File: src/rtl/uart_pkg.sv
// Shared UART definitions: FSM state encodings and oversampling constants.
// Both the receiver and the transmitter import this package.
package uart_pkg;

  // Ticks per bit period on the serial line.
  localparam int OVERSAMPLE = 16;

  // Tick count at which the start bit is checked (mid start bit).
  localparam int MID_TICK = OVERSAMPLE / 2 - 1;

  // Framing states shared by the receiver and the transmitter.
  typedef enum logic [2:0] {
    ST_IDLE   = 3'd0,
    ST_START  = 3'd1,
    ST_DATA   = 3'd2,
    ST_PARITY = 3'd3,
    ST_STOP   = 3'd4
  } uart_state_e;

endpackage : uart_pkg

File: src/rtl/baud_gen.sv
// Free-running mod-CLK_DIV counter that produces a one-clk oversampling strobe.
// It is never resynchronised to frame boundaries.
module baud_gen #(
  parameter int CLK_DIV = 163
) (
  input  logic clk,
  input  logic reset,
  output logic tick
);

  localparam int CW = (CLK_DIV > 1) ? $clog2(CLK_DIV) : 1;
  localparam logic [CW-1:0] LAST = CW'(CLK_DIV - 1);

  logic [CW-1:0] cnt_q;

  // Count 0..CLK_DIV-1 and wrap; the strobe marks the terminal count.
  // NOTE: sequential state uses non-blocking assignments so every flop samples pre-edge values.
  always_ff @(posedge clk or posedge reset) begin
    if (reset) begin
      cnt_q <= '0;
    end else if (cnt_q == LAST) begin
      cnt_q <= '0;
    end else begin
      cnt_q <= cnt_q + 1'b1;
    end
  end

  assign tick = (cnt_q == LAST);

endmodule : baud_gen

File: src/rtl/uart_rx.sv
// UART receiver: 16x oversampling deframer for start/data/optional-parity/stop.
// Produces one registered word and a one-cycle done pulse per completed frame.
module uart_rx
  import uart_pkg::*;
#(
  parameter int DBIT       = 8,
  parameter int SB_TICK    = 16,
  parameter int CLK_DIV    = 163,
  parameter int PARITY_EN  = 0,
  parameter int PARITY_ODD = 0
) (
  input  logic            clk,
  input  logic            reset,
  input  logic            rx,
  output logic            rx_done_tick,
  output logic [DBIT-1:0] dout,
  output logic            frame_err,
  output logic            parity_err
);

  // Tick counter needs a fifth bit only for stop periods longer than one bit.
  localparam int SW = (SB_TICK > 16) ? 5 : 4;
  localparam int NW = $clog2(DBIT);

  localparam logic [SW-1:0] S_MID  = SW'(MID_TICK);
  localparam logic [SW-1:0] S_BIT  = SW'(OVERSAMPLE - 1);
  localparam logic [SW-1:0] S_STOP = SW'(SB_TICK - 1);
  localparam logic [NW-1:0] N_LAST = NW'(DBIT - 1);
  localparam logic          PAR_EN = (PARITY_EN != 0);
  localparam logic          ODD    = (PARITY_ODD != 0);

  logic            tick;
  logic [1:0]      sync_q;
  logic            rx_s;
  uart_state_e     state_q;
  logic [SW-1:0]   s_q;
  logic [NW-1:0]   n_q;
  logic [DBIT-1:0] b_q;
  logic            par_q;
  logic            brk_q;

  baud_gen #(
    .CLK_DIV (CLK_DIV)
  ) u_baud_gen (
    .clk   (clk),
    .reset (reset),
    .tick  (tick)
  );

  // Two-flop synchronizer for the asynchronous line, resetting to the idle level.
  // NOTE: reset to 1 so the FSM never sees a false start edge coming out of reset.
  always_ff @(posedge clk or posedge reset) begin
    if (reset) begin
      sync_q <= 2'b11;
    end else begin
      sync_q <= {sync_q[0], rx};
    end
  end

  assign rx_s = sync_q[1];

  // Deframing FSM with registered outputs; completion loads dout and error flags.
  always_ff @(posedge clk or posedge reset) begin
    if (reset) begin
      state_q      <= ST_IDLE;
      s_q          <= '0;
      n_q          <= '0;
      b_q          <= '0;
      par_q        <= 1'b0;
      brk_q        <= 1'b0;
      rx_done_tick <= 1'b0;
      dout         <= '0;
      frame_err    <= 1'b0;
      parity_err   <= 1'b0;
    end else begin
      rx_done_tick <= 1'b0;
      unique case (state_q)
        ST_IDLE: begin
          if (!rx_s) begin
            state_q <= ST_START;
            s_q     <= '0;
          end
        end

        ST_START: begin
          if (tick) begin
            if (s_q == S_MID) begin
              s_q <= '0;
              n_q <= '0;
              // A line that is high again at mid start bit was only a glitch.
              state_q <= rx_s ? ST_IDLE : ST_DATA;
            end else begin
              s_q <= s_q + 1'b1;
            end
          end
        end

        ST_DATA: begin
          if (tick) begin
            if (s_q == S_BIT) begin
              s_q <= '0;
              b_q <= {rx_s, b_q[DBIT-1:1]};
              if (n_q == N_LAST) begin
                state_q <= PAR_EN ? ST_PARITY : ST_STOP;
              end else begin
                n_q <= n_q + 1'b1;
              end
            end else begin
              s_q <= s_q + 1'b1;
            end
          end
        end

        ST_PARITY: begin
          if (tick) begin
            if (s_q == S_BIT) begin
              s_q     <= '0;
              par_q   <= rx_s;
              state_q <= ST_STOP;
            end else begin
              s_q <= s_q + 1'b1;
            end
          end
        end

        ST_STOP: begin
          if (brk_q) begin
            // Stop bit was low: hold here until the line returns high so that
            // IDLE only ever starts on a genuine 1 -> 0 transition.
            if (rx_s) begin
              brk_q   <= 1'b0;
              state_q <= ST_IDLE;
            end
          end else if (tick) begin
            if (s_q == S_STOP) begin
              s_q          <= '0;
              rx_done_tick <= 1'b1;
              dout         <= b_q;
              frame_err    <= ~rx_s;
              parity_err   <= PAR_EN ? ((^b_q) ^ par_q ^ ODD) : 1'b0;
              if (rx_s) begin
                state_q <= ST_IDLE;
              end else begin
                brk_q <= 1'b1;
              end
            end else begin
              s_q <= s_q + 1'b1;
            end
          end
        end

        default: begin
          state_q <= ST_IDLE;
        end
      endcase
    end
  end

endmodule : uart_rx

File: config.mk
export PLATFORM = sky130hd
export DESIGN_NAME = uart_rx
export DESIGN_NICKNAME = d
export VERILOG_FILES = /design/src/rtl/uart_pkg.sv /design/src/rtl/baud_gen.sv /design/src/rtl/uart_rx.sv
export SDC_FILE = /design/constraint.sdc
export NUM_CORES = 1
export LEC_CHECK = 0
export BUFFER_PORTS_ARGS = -buffer_cell sky130_fd_sc_hd__buf_2
export CAP_MARGIN = 15
export CELL_PAD_IN_SITES_DETAIL_PLACEMENT = 0
export CELL_PAD_IN_SITES_GLOBAL_PLACEMENT = 1
export CORE_MARGIN = 1.5
export CORE_UTILIZATION = 51
export DETAILED_ROUTE_END_ITERATION = 10
export PLACE_DENSITY = 0.9
export SLEW_MARGIN = 20
export SYNTH_ARGS = -nofsm -noshare
export SYNTH_HDL_FRONTEND = slang
export SYNTH_SLANG_ARGS = --single-unit
export TNS_END_PERCENT = 30
File: constraint.sdc
create_clock -name clk -period 5.7 [get_ports clk]
set_input_delay 0.285 -clock clk [delete_from_list [all_inputs] [get_ports clk]]
set_output_delay 0.285 -clock clk [all_outputs]
set_load 0.02 [all_outputs]
# [After elaboration in Yosys (flattened, before gate mapping)]
# Cells that the tools add are included.
[classes] add_sub_neg=3 mul=0 n_div=0 order_cmp=0 n_eq_ne=20 n_shift=0 n_mux=36 bitwise=2 n_reduce_logical=9
[op_table] cell="3-bit two-way mux" n=17
[op_table] cell="4-bit two-way mux" n=6
[op_table] cell="2-bit != test, second input constant" n=10
[op_table] cell="4-bit case mux with 4 select lines" n=1
[op_table] cell="3-bit case mux with 5 select lines" n=1
[op_table] cell="10-bit AND reduction" n=1
[op_table] cell="8-bit by 1-bit adder with 8-bit output, second input constant" n=1
[op_table] cell="8-bit equality test, second input constant" n=1
[op_table] cell="1-bit two-way mux" n=8
[op_table] cell="8-bit two-way mux" n=1
[op_table] cell="4-bit AND reduction" n=2
[op_table] cell="3-bit by 2-bit equality test with 1-bit output, second input constant" n=2
[op_table] cell="3-bit equality test, second input constant" n=2
[op_table] cell="3-bit != test, second input constant" n=2
[op_table] cell="3-bit case mux with 2 select lines" n=1
[op_table] cell="6-bit AND reduction" n=1
[op_table] cell="4-bit by 1-bit adder with 4-bit output, second input constant" n=1
[op_table] cell="4-bit by 3-bit equality test with 1-bit output, second input constant" n=1
[op_table] cell="4-bit equality test, second input constant" n=1
[op_table] cell="4-bit nonzero test" n=1
[op_table] cell="3-bit by 1-bit adder with 3-bit output, second input constant" n=1
[op_table] cell="3-bit by 1-bit equality test with 1-bit output, second input constant" n=1
[op_table] cell="3-bit logical NOT" n=1
[op_table] cell="3-bit AND reduction" n=1
[op_table] cell="4 further kinds" n=5
[word_totals] register_bits=39 latchBits=0 mem_bits_rw=0 rom_bits=0 inputBits=3 output_inout_bits=11 wordCells=80 mem_count=0

# [Longest topological paths before layout]
# Gate-level depths: netlist (run 1).
[depth] depth_word=5 depth_mapped=7 depth_no_buf=7

# [By module]
# Synthesis (run 1) repeated with hierarchy kept, for this count alone.
[unflattened] hier_cells=164 hier_area_um2=1940.6
[by_module_without_submodules] module="uart_rx" instances=1 cells_per_inst=126 area_each_um2=1530.2 seq_area_each_um2=778.2
[by_module_without_submodules] module="baud_gen" instances=1 cells_per_inst=38 area_each_um2=410.4 seq_area_each_um2=200.2

# [Worst setup path after synthesis (run 1)]
# No wires, ideal clock.
[synth_timing] path_type="register -> register" from="reg u_baud_gen.cnt_q[2]" to="reg dout[0]" setup_ps=125 arrival_time_ps=1705 required_ps=5575 path_slack_ps=3870 stages_incl_launch_ff=6 path_buffers=1 synth_period_minus_slack_ps=1830 path_cell_list="dfrtp_1 or3_1 buf_6 nor3_4 nand2_4 mux2_4"
[synth_between] elab_chain_len=2
[synth_lines] element="start: declaration" line="baud_gen.sv:14" source="logic [CW-1:0] cnt_q;"
[synth_lines] element="start signal: assignment" line="baud_gen.sv:24" source="cnt_q <= cnt_q + 1'b1;"
[synth_lines] element="8-bit equality test" line="baud_gen.sv:28" source="assign tick = (cnt_q == LAST);"
[synth_lines] element="4-bit AND reduction (no source line)"
[synth_lines] element="end signal: assignment" line="uart_rx.sv:138" source="dout <= b_q;"
[synth_lines] element="end: declaration" line="uart_rx.sv:16" source="output logic [DBIT-1:0] dout,"
# Every way passes these cells.
# A chain may end at the register's enable or synchronous reset.

# [Worst setup path in the final report (run 1)]
[layout_timing] from="reg u_baud_gen.cnt_q[2]" to="reg state_q[1]"
[layout_between] elab_chain_len=3 elab_cells_between_ends=6 classes_between="eq/ne (5); reduce/logical (1)"
[layout_lines] element="8-bit equality test (*)" line="baud_gen.sv:28"
[layout_lines] element="3-bit != test (no source line) / 2-bit != test (equally long branches)"
[layout_lines] element="10-bit AND reduction (no source line) (*)"
[layout_lines] element="end signal: assignment" line="uart_rx.sv:91" source="state_q <= rx_s ? ST_IDLE : ST_DATA;"
[layout_lines] element="end signal: assignment" line="uart_rx.sv:104" source="state_q <= PAR_EN ? ST_PARITY : ST_STOP;"
[layout_lines] element="end: declaration" line="uart_rx.sv:35" source="uart_state_e state_q;"
# Every way passes the cells marked *; elsewhere a longest branch is shown, timed or not.

==> impl_metrics.tcl, run 1 <==
set metrics [dict create \
    ys_top_cells_by_area "dfrtp_1 48%, mux2_4 6.2%, mux2_2 4.6%" \
    ios 14 \
    firstDrtPassIters 4 \
    route.met2.wl_um 1596 \
    fin_skew_ps 10.84 \
    startpoint_type "flip-flop" \
    yosysTopAreaCell "dfrtp_1" \
    wl_um 3266 \
    synth-edff-count 0 \
    antenna_found_initial 0 \
    slew_viol_final 0 \
    setup_ws_ps 3631 \
    die_h_um 64.69 \
    crit_required_ps 5880 \
    synth_compound_area_share_pct 9.026 \
    dp_slack_ps 3684 \
    initial_core_util_pct 53.01 \
    cts_buffers 5 \
    synth_top_family_by_area "simple AND/OR/NAND/NOR gates" \
    yosysWarnings 0 \
    clk_pin_slew_ps 80 \
    clockBufferDepth 2 \
    n_fill_cell 297 \
    core_um2 3661 \
    peakVddDrop_mv 0.1177 \
    grt_usage_pct 18.29 \
    dr_wl_met3_um 112 \
    status "completed" \
    drcViolationCount 0 \
    synth_common_cells "37 x dfrtp_1, 18 x nand2_1, 11 x nor2_1, 11 x o21ai_0" \
    grt_pass1_vias 1273 \
    async_flop_share_pct 100.0 \
    finalSetupTns_ps 0 \
    vias 1272 \
    postRouteAntennaNets 0 \
    synth_top_area_share_pct 47.71 \
    clock-sinks 39 \
    synth.most_common_cell "dfrtp_1" \
    grt_setup_unrepaired "false" \
    n_antenna_cell 0 \
    max_stage_delay_ps 560 \
    dieArea_um2 4184 \
    layout.area.seq_um2 978.4 \
    setup.worst_path.class "flip-flop to flip-flop" \
    wl_per_cell_um 14.26 \
    core.rowCount 22 \
    die_x_um 64.69 \
    hold_class "input port to flip-flop" \
    dpl.hpwl_um 2300 \
    path_cells "or3_1 > nor3_4 > o211ai_2 > o21ai_0 > o41ai_1" \
    critPathTopFamily "simple AND/OR/NAND/NOR gates" \
    crit_fanout 6 \
    crit_buf_inv 0 \
    ys.flop_type "dfrtp_1" \
    yosys.area_share.xor_xnor_pct 3.159 \
    multi_input_area_um2 898.4 \
    leakagePower_nw 1.054 \
    grt_pass1_wl_um 5823 \
    fmax_ghz 0.4833 \
    end_kind "flip-flop" \
    grt_max_degree 40 \
    viasPerCell 5.555 \
    port_buffers 12 \
    htreeDepth 2 \
    avgSynthCellArea_um2 11.62 \
    synth_seq_cells 39 \
    arrival_ps 2250 \
    netlist_area_um2 1941 \
    routed.top_layer "met4" \
    synth.distinct_cells 49 \
    area_delta_synth_final_pct 10.12 \
    maxCapViolCount 0 \
    ys_seq_area_share_pct 50.42 \
    yosys.area_share.adder_pct 3.224 \
    cts_tree "yes" \
    hold_viol 0 \
    nNetsFinal 188 \
    synth_mux_area_share_pct 11.93 \
    timing.final.crit_share_pct 36.30 \
    drt-met1-wl_um 1484 \
    clock_latency_ps 300 \
    setup_viol 0 \
    synthCells 167 \
    cts_setup_buffers 0 \
    ctsResizeCount 0 \
    layout_min_cycle_time_ps 2069 \
    syn-num-nets 175 \
    yosys.area_share.simple_pct 18.76 \
    hold_buffers 0 \
    drtIter0Drc 59 \
    slowest_stage "or3_1" \
    cts-root-buf "clkbuf_8" \
    gp_congestion 0.7683 \
    power_density_nw_per_um2 241.3 \
    layout-drive-gt1-share_pct 27.07 \
    grt_overflow 0 \
]
flip-flops by register name (all words and copies together) (netlist names), 2 cells and up:
signal,count
n_q,3
s_q,4
b_q,8
dout,8
state_q,3
u_baud_gen.cnt_q,8
sync_q,2
layout make-up:
cell class	count	share of cell area (%)
Inverter	6	1.054
Clock inverter	2	1.756
Multi-Input combinational cell	115	42.04
Tap cell	48	2.810
Sequential cell	39	45.78
Clock buffer	6	3.396
Timing Repair Buffer	13	3.162
cell usage in the layout, fill, tap and decap left out, types with 2 or more instances in the layout:
cell type	synthesis	routed
xor2_1	2	2
nor4_1	2	2
nand3_1	5	5
and3_1	2	2
mux2_4	8	8
o211ai_1	2	2
a31oi_1	3	3
o21ai_0	11	11
or3_1	2	2
ha_1	5	5
nor3_1	2	2
clkbuf_8	0	5
dfstp_2	2	2
nand2_4	2	2
nor2_1	11	11
inv_1	6	6
a211o_1	2	2
mux2_2	8	8
buf_2	3	12
dfrtp_1	37	37
xnor2_1	5	5
nand2_1	18	18
per-stage QoR:
step           power [mW]  instances  hold WS [ps]  util (%)  area, um2
3_3_place_gp       0.2911        221         347.0     55.37       2027
4_1_cts            0.5184        229         77.19     58.37       2137
3_5_place_dp       0.2917        221         347.5     55.37       2027
2_1_floorplan      0.2891        167         289.5         -       1941
6_report           0.5156        229         75.90     58.37       2137
5_1_grt            0.5326        229         73.90     58.37       2137
worst reg2reg max path, stage by stage (launching register included):
cell      delay [ps]
dfrtp_1          420
or3_1            560
nor3_4           400
o211ai_2         200
o21ai_0          270
o41ai_1          110
report_power, final:
part | leakage, nW | switching [mW] | total, mW | internal [mW]
Sequential | 0.518 | 0.000738 | 0.279 | 0.278
Combinational | 0.484 | 0.00610 | 0.00723 | 0.00113
Clock | 0.0514 | 0.0993 | 0.230 | 0.131
Total | 1.05 | 0.106 | 0.516 | 0.410
layer usage:
layer | vias up | GRT usage [%]
met5 | - | 0
met2 | 18 | 28.78
met1 | 629 | 23.33
met3 | 9 | 6.076
met4 | 0 | 7.447
li1 | 616 | -
worst paths after layout:
path | startpoint | to | slack (ps) | depth (start not counted)
max | u_baud_gen.cnt_q[2] | state_q[1] | 3630 | 5
min | rx | sync_q[0] | 80 | 1
max reg2reg | u_baud_gen.cnt_q[2] | state_q[1] | 3630 | 5
min reg2reg | sync_q[0] | sync_q[1] | 360 | 0
max in group asynchronous | reset | sync_q[0] | 5240 | 3
min in group asynchronous | reset | dout[2] | 90 | 3
logic make-up (layout without fill, tap and decap cells):
| group | Yosys count | after routing |
|---|---|---|
| buffers and inverters | 13 | 27 |
| AO/OA/AOI/OAI | 26 | 26 |
| XOR/XNOR | 7 | 7 |
| flip-flops | 39 | 39 |
| multiplexers | 18 | 18 |
| other | 1 | 1 |
| adder cells (fa/ha/maj) | 5 | 5 |
| AND/OR/NAND/NOR | 58 | 58 |
Note: power is estimated with default switching activity, not from simulation.
==> run 2, diff against run 1 <==
--- a/config.mk
+++ b/config.mk
@@ -10,9 +10,9 @@
 export CELL_PAD_IN_SITES_DETAIL_PLACEMENT = 0
 export CELL_PAD_IN_SITES_GLOBAL_PLACEMENT = 1
 export CORE_MARGIN = 1.5
-export CORE_UTILIZATION = 51
+export CORE_UTILIZATION = 48
 export DETAILED_ROUTE_END_ITERATION = 10
-export PLACE_DENSITY = 0.9
+export PLACE_DENSITY = 0.85
 export SLEW_MARGIN = 20
 export SYNTH_ARGS = -nofsm -noshare
 export SYNTH_HDL_FRONTEND = slang
==> constraint.sdc (replaced) <==
create_clock -name clk -period 2.1 [get_ports clk]
set_input_delay 0.105 -clock clk [delete_from_list [all_inputs] [get_ports clk]]
set_output_delay 0.105 -clock clk [all_outputs]
set_load 0.02 [all_outputs]
==> run 2 against run 1 <==
  * Global-route usage rose by 0.059 points
  * Maximum frequency rose by 3.4%
  * Cell count rose by 3.9%
  * Flip-flop and latch count did not move
  * Critical endpoint is now dout[1]
==> impl_metrics.tcl, run 2 (same netlist as run 1, synthesis figures left out) <==
set metrics [dict create \
    power_density_nw_per_um2 578.4 \
    setup_viol 0 \
    antenna_found_initial 0 \
    cts_buffers 5 \
    mostFrequentLayoutCells "37 x dfrtp_1, 18 x nand2_1, 12 x buf_2, 11 x nor2_1, 11 x o21ai_0" \
    fmax_ghz 0.4998 \
    critPathTopFamily "simple AND/OR/NAND/NOR gates" \
    clk_pin_slew_ps 70 \
    htreeDepth 2 \
    grt_setup_unrepaired "false" \
    nNetsFinal 197 \
    slew_viol_final 0 \
    clock_latency_ps 300 \
    final_common_cell "dfrtp_1" \
    multi_input_area_um2 904.6 \
    area_delta_synth_final_pct 12.83 \
    fin_skew_ps 7.529 \
    drtIter0Drc 51 \
    clockBufferDepth 2 \
    clock-sinks 39 \
    grt_overflow 0 \
    startpoint_type "flip-flop" \
    end_kind "flip-flop" \
    grt_pass1_wl_um 6030 \
    combPwrFrac_pct 1.8 \
    dieArea_um2 4434 \
    layout_min_cycle_time_ps 2001 \
    layout-drive-gt1-share_pct 30.53 \
    crit_buf_inv 1 \
    slowest_stage "nor3_4" \
    setup.worst_path.class "flip-flop to flip-flop" \
    hold_ws_ps 357.6 \
    maxCapViolCount 0 \
    dpl.hpwl_um 2378 \
    power_switching_mw 0.2798 \
    grt_pass1_vias 1326 \
    ios 14 \
    crit_required_ps 2280 \
    cts-root-buf "clkbuf_8" \
    peakVddDrop_mv 0.4848 \
    grt_max_degree 40 \
    core.rowCount 22 \
    firstDrtPassIters 4 \
    status "completed" \
    port_buffers 12 \
    rrSetupSlack_ps 100 \
    gp_congestion 0.8208 \
    max_slew_margin_pct 65.68 \
    worstMarginPinSlew_ps 510.1 \
    wl_per_cell_um 13.96 \
    path_cells "inv_1 > ha_1 > nand4b_2 > nor3_4 > nand2_4 > mux2_4" \
    hold_viol 0 \
    timing.final.crit_share_pct 95.28 \
    n_fill_cell 306 \
    intPower_mw 0.9867 \
    die_h_um 66.59 \
    arrival_ps 2180 \
    viasPerCell 5.399 \
    swShare_pct 22.09 \
    max_stage_delay_ps 430 \
    drcViolationCount 0 \
    vias 1285 \
    p_seq_share_pct 59.7 \
    clkPwrFrac_pct 38.5 \
    n_antenna_cell 0 \
    fin_util_pct 58.06 \
    finalSetupTns_ps 0 \
    cts_tree "yes" \
    crit_fanout 10 \
    initial_core_util_pct 51.46 \
    top_regs "b_q x8, dout x8, u_baud_gen.cnt_q x8" \
    hold_class "flip-flop to flip-flop" \
    grt_usage_pct 18.35 \
    core_um2 3771 \
    layout.area.seq_um2 978.4 \
    leakagePower_nw 1.096 \
    wl_um 3322 \
    postRouteAntennaNets 0 \
    die_x_um 66.59 \
]
[run 2: changes by cell type in the layout (fill, tap and decap cells not counted), sizes merged]
cell	previous run	this run
buf	13	20
clkbuf	6	5
bufinv	1	0
dlygate4sd3	0	2
clkinv	0	3
clkinvlp	1	0
[run 2: power by group through the flow]
stage          Sequential (mW)  Clock, mW  Combinational (mW)
6_report                 0.757      0.488              0.0222
5_1_grt                  0.756      0.530              0.0265
4_1_cts                  0.756      0.505              0.0234
3_5_place_dp             0.771          0              0.0207
3_3_place_gp             0.771          0              0.0200
2_1_floorplan            0.770          0              0.0146
[run 2: per-stage QoR]
step                      power (mW)  setup slack, ps  std cells  area, um2
final                          1.266            99.14        238       2190
after global routing           1.313            9.664        238       2190
after CTS                      1.285            58.16        238       2183
after detailed placement      0.7918            70.64        228       2079
after global placement        0.7909            132.4        228       2079
after floorplan               0.7846            270.5        167       1941
[run 2: worst paths after layout]
check	startpoint	to	cells past startpoint
max in group asynchronous	reset	sync_q[0]	4
min in group asynchronous	reset	state_q[0]	4
max	u_baud_gen.cnt_q[0]	dout[1]	6
min	sync_q[0]	sync_q[1]	0
max reg2reg	u_baud_gen.cnt_q[0]	dout[1]	6
min reg2reg	sync_q[0]	sync_q[1]	0
[run 2: final cells by class]
cell class / instances / share of cell area (%)
clock buffer: 5 / 3.143
clock inverter: 3 / 0.6857
inverter: 6 / 1.029
multi-input combinational: 115 / 41.31
sequential: 39 / 44.69
tap: 48 / 2.743
timing repair buffer: 22 / 6.400
[run 2: timing repair]
action / in CTS / in global routing
hold buffers: 2 / 0
endpoints found under the hold margin: 38 / 0
resized for setup: 0 / 1
setup endpoints to repair: 0 / 11
setup buffers: 0 / 0
[run 2: per-layer routing]
layer	wire length (um)	part of all wire, %	global-route usage, %
met1	1567	47	24.42
met2	1557	47	28.00
met3	137	4.1	5.405
met4	59	1.8	7.653
met5	0	0	0
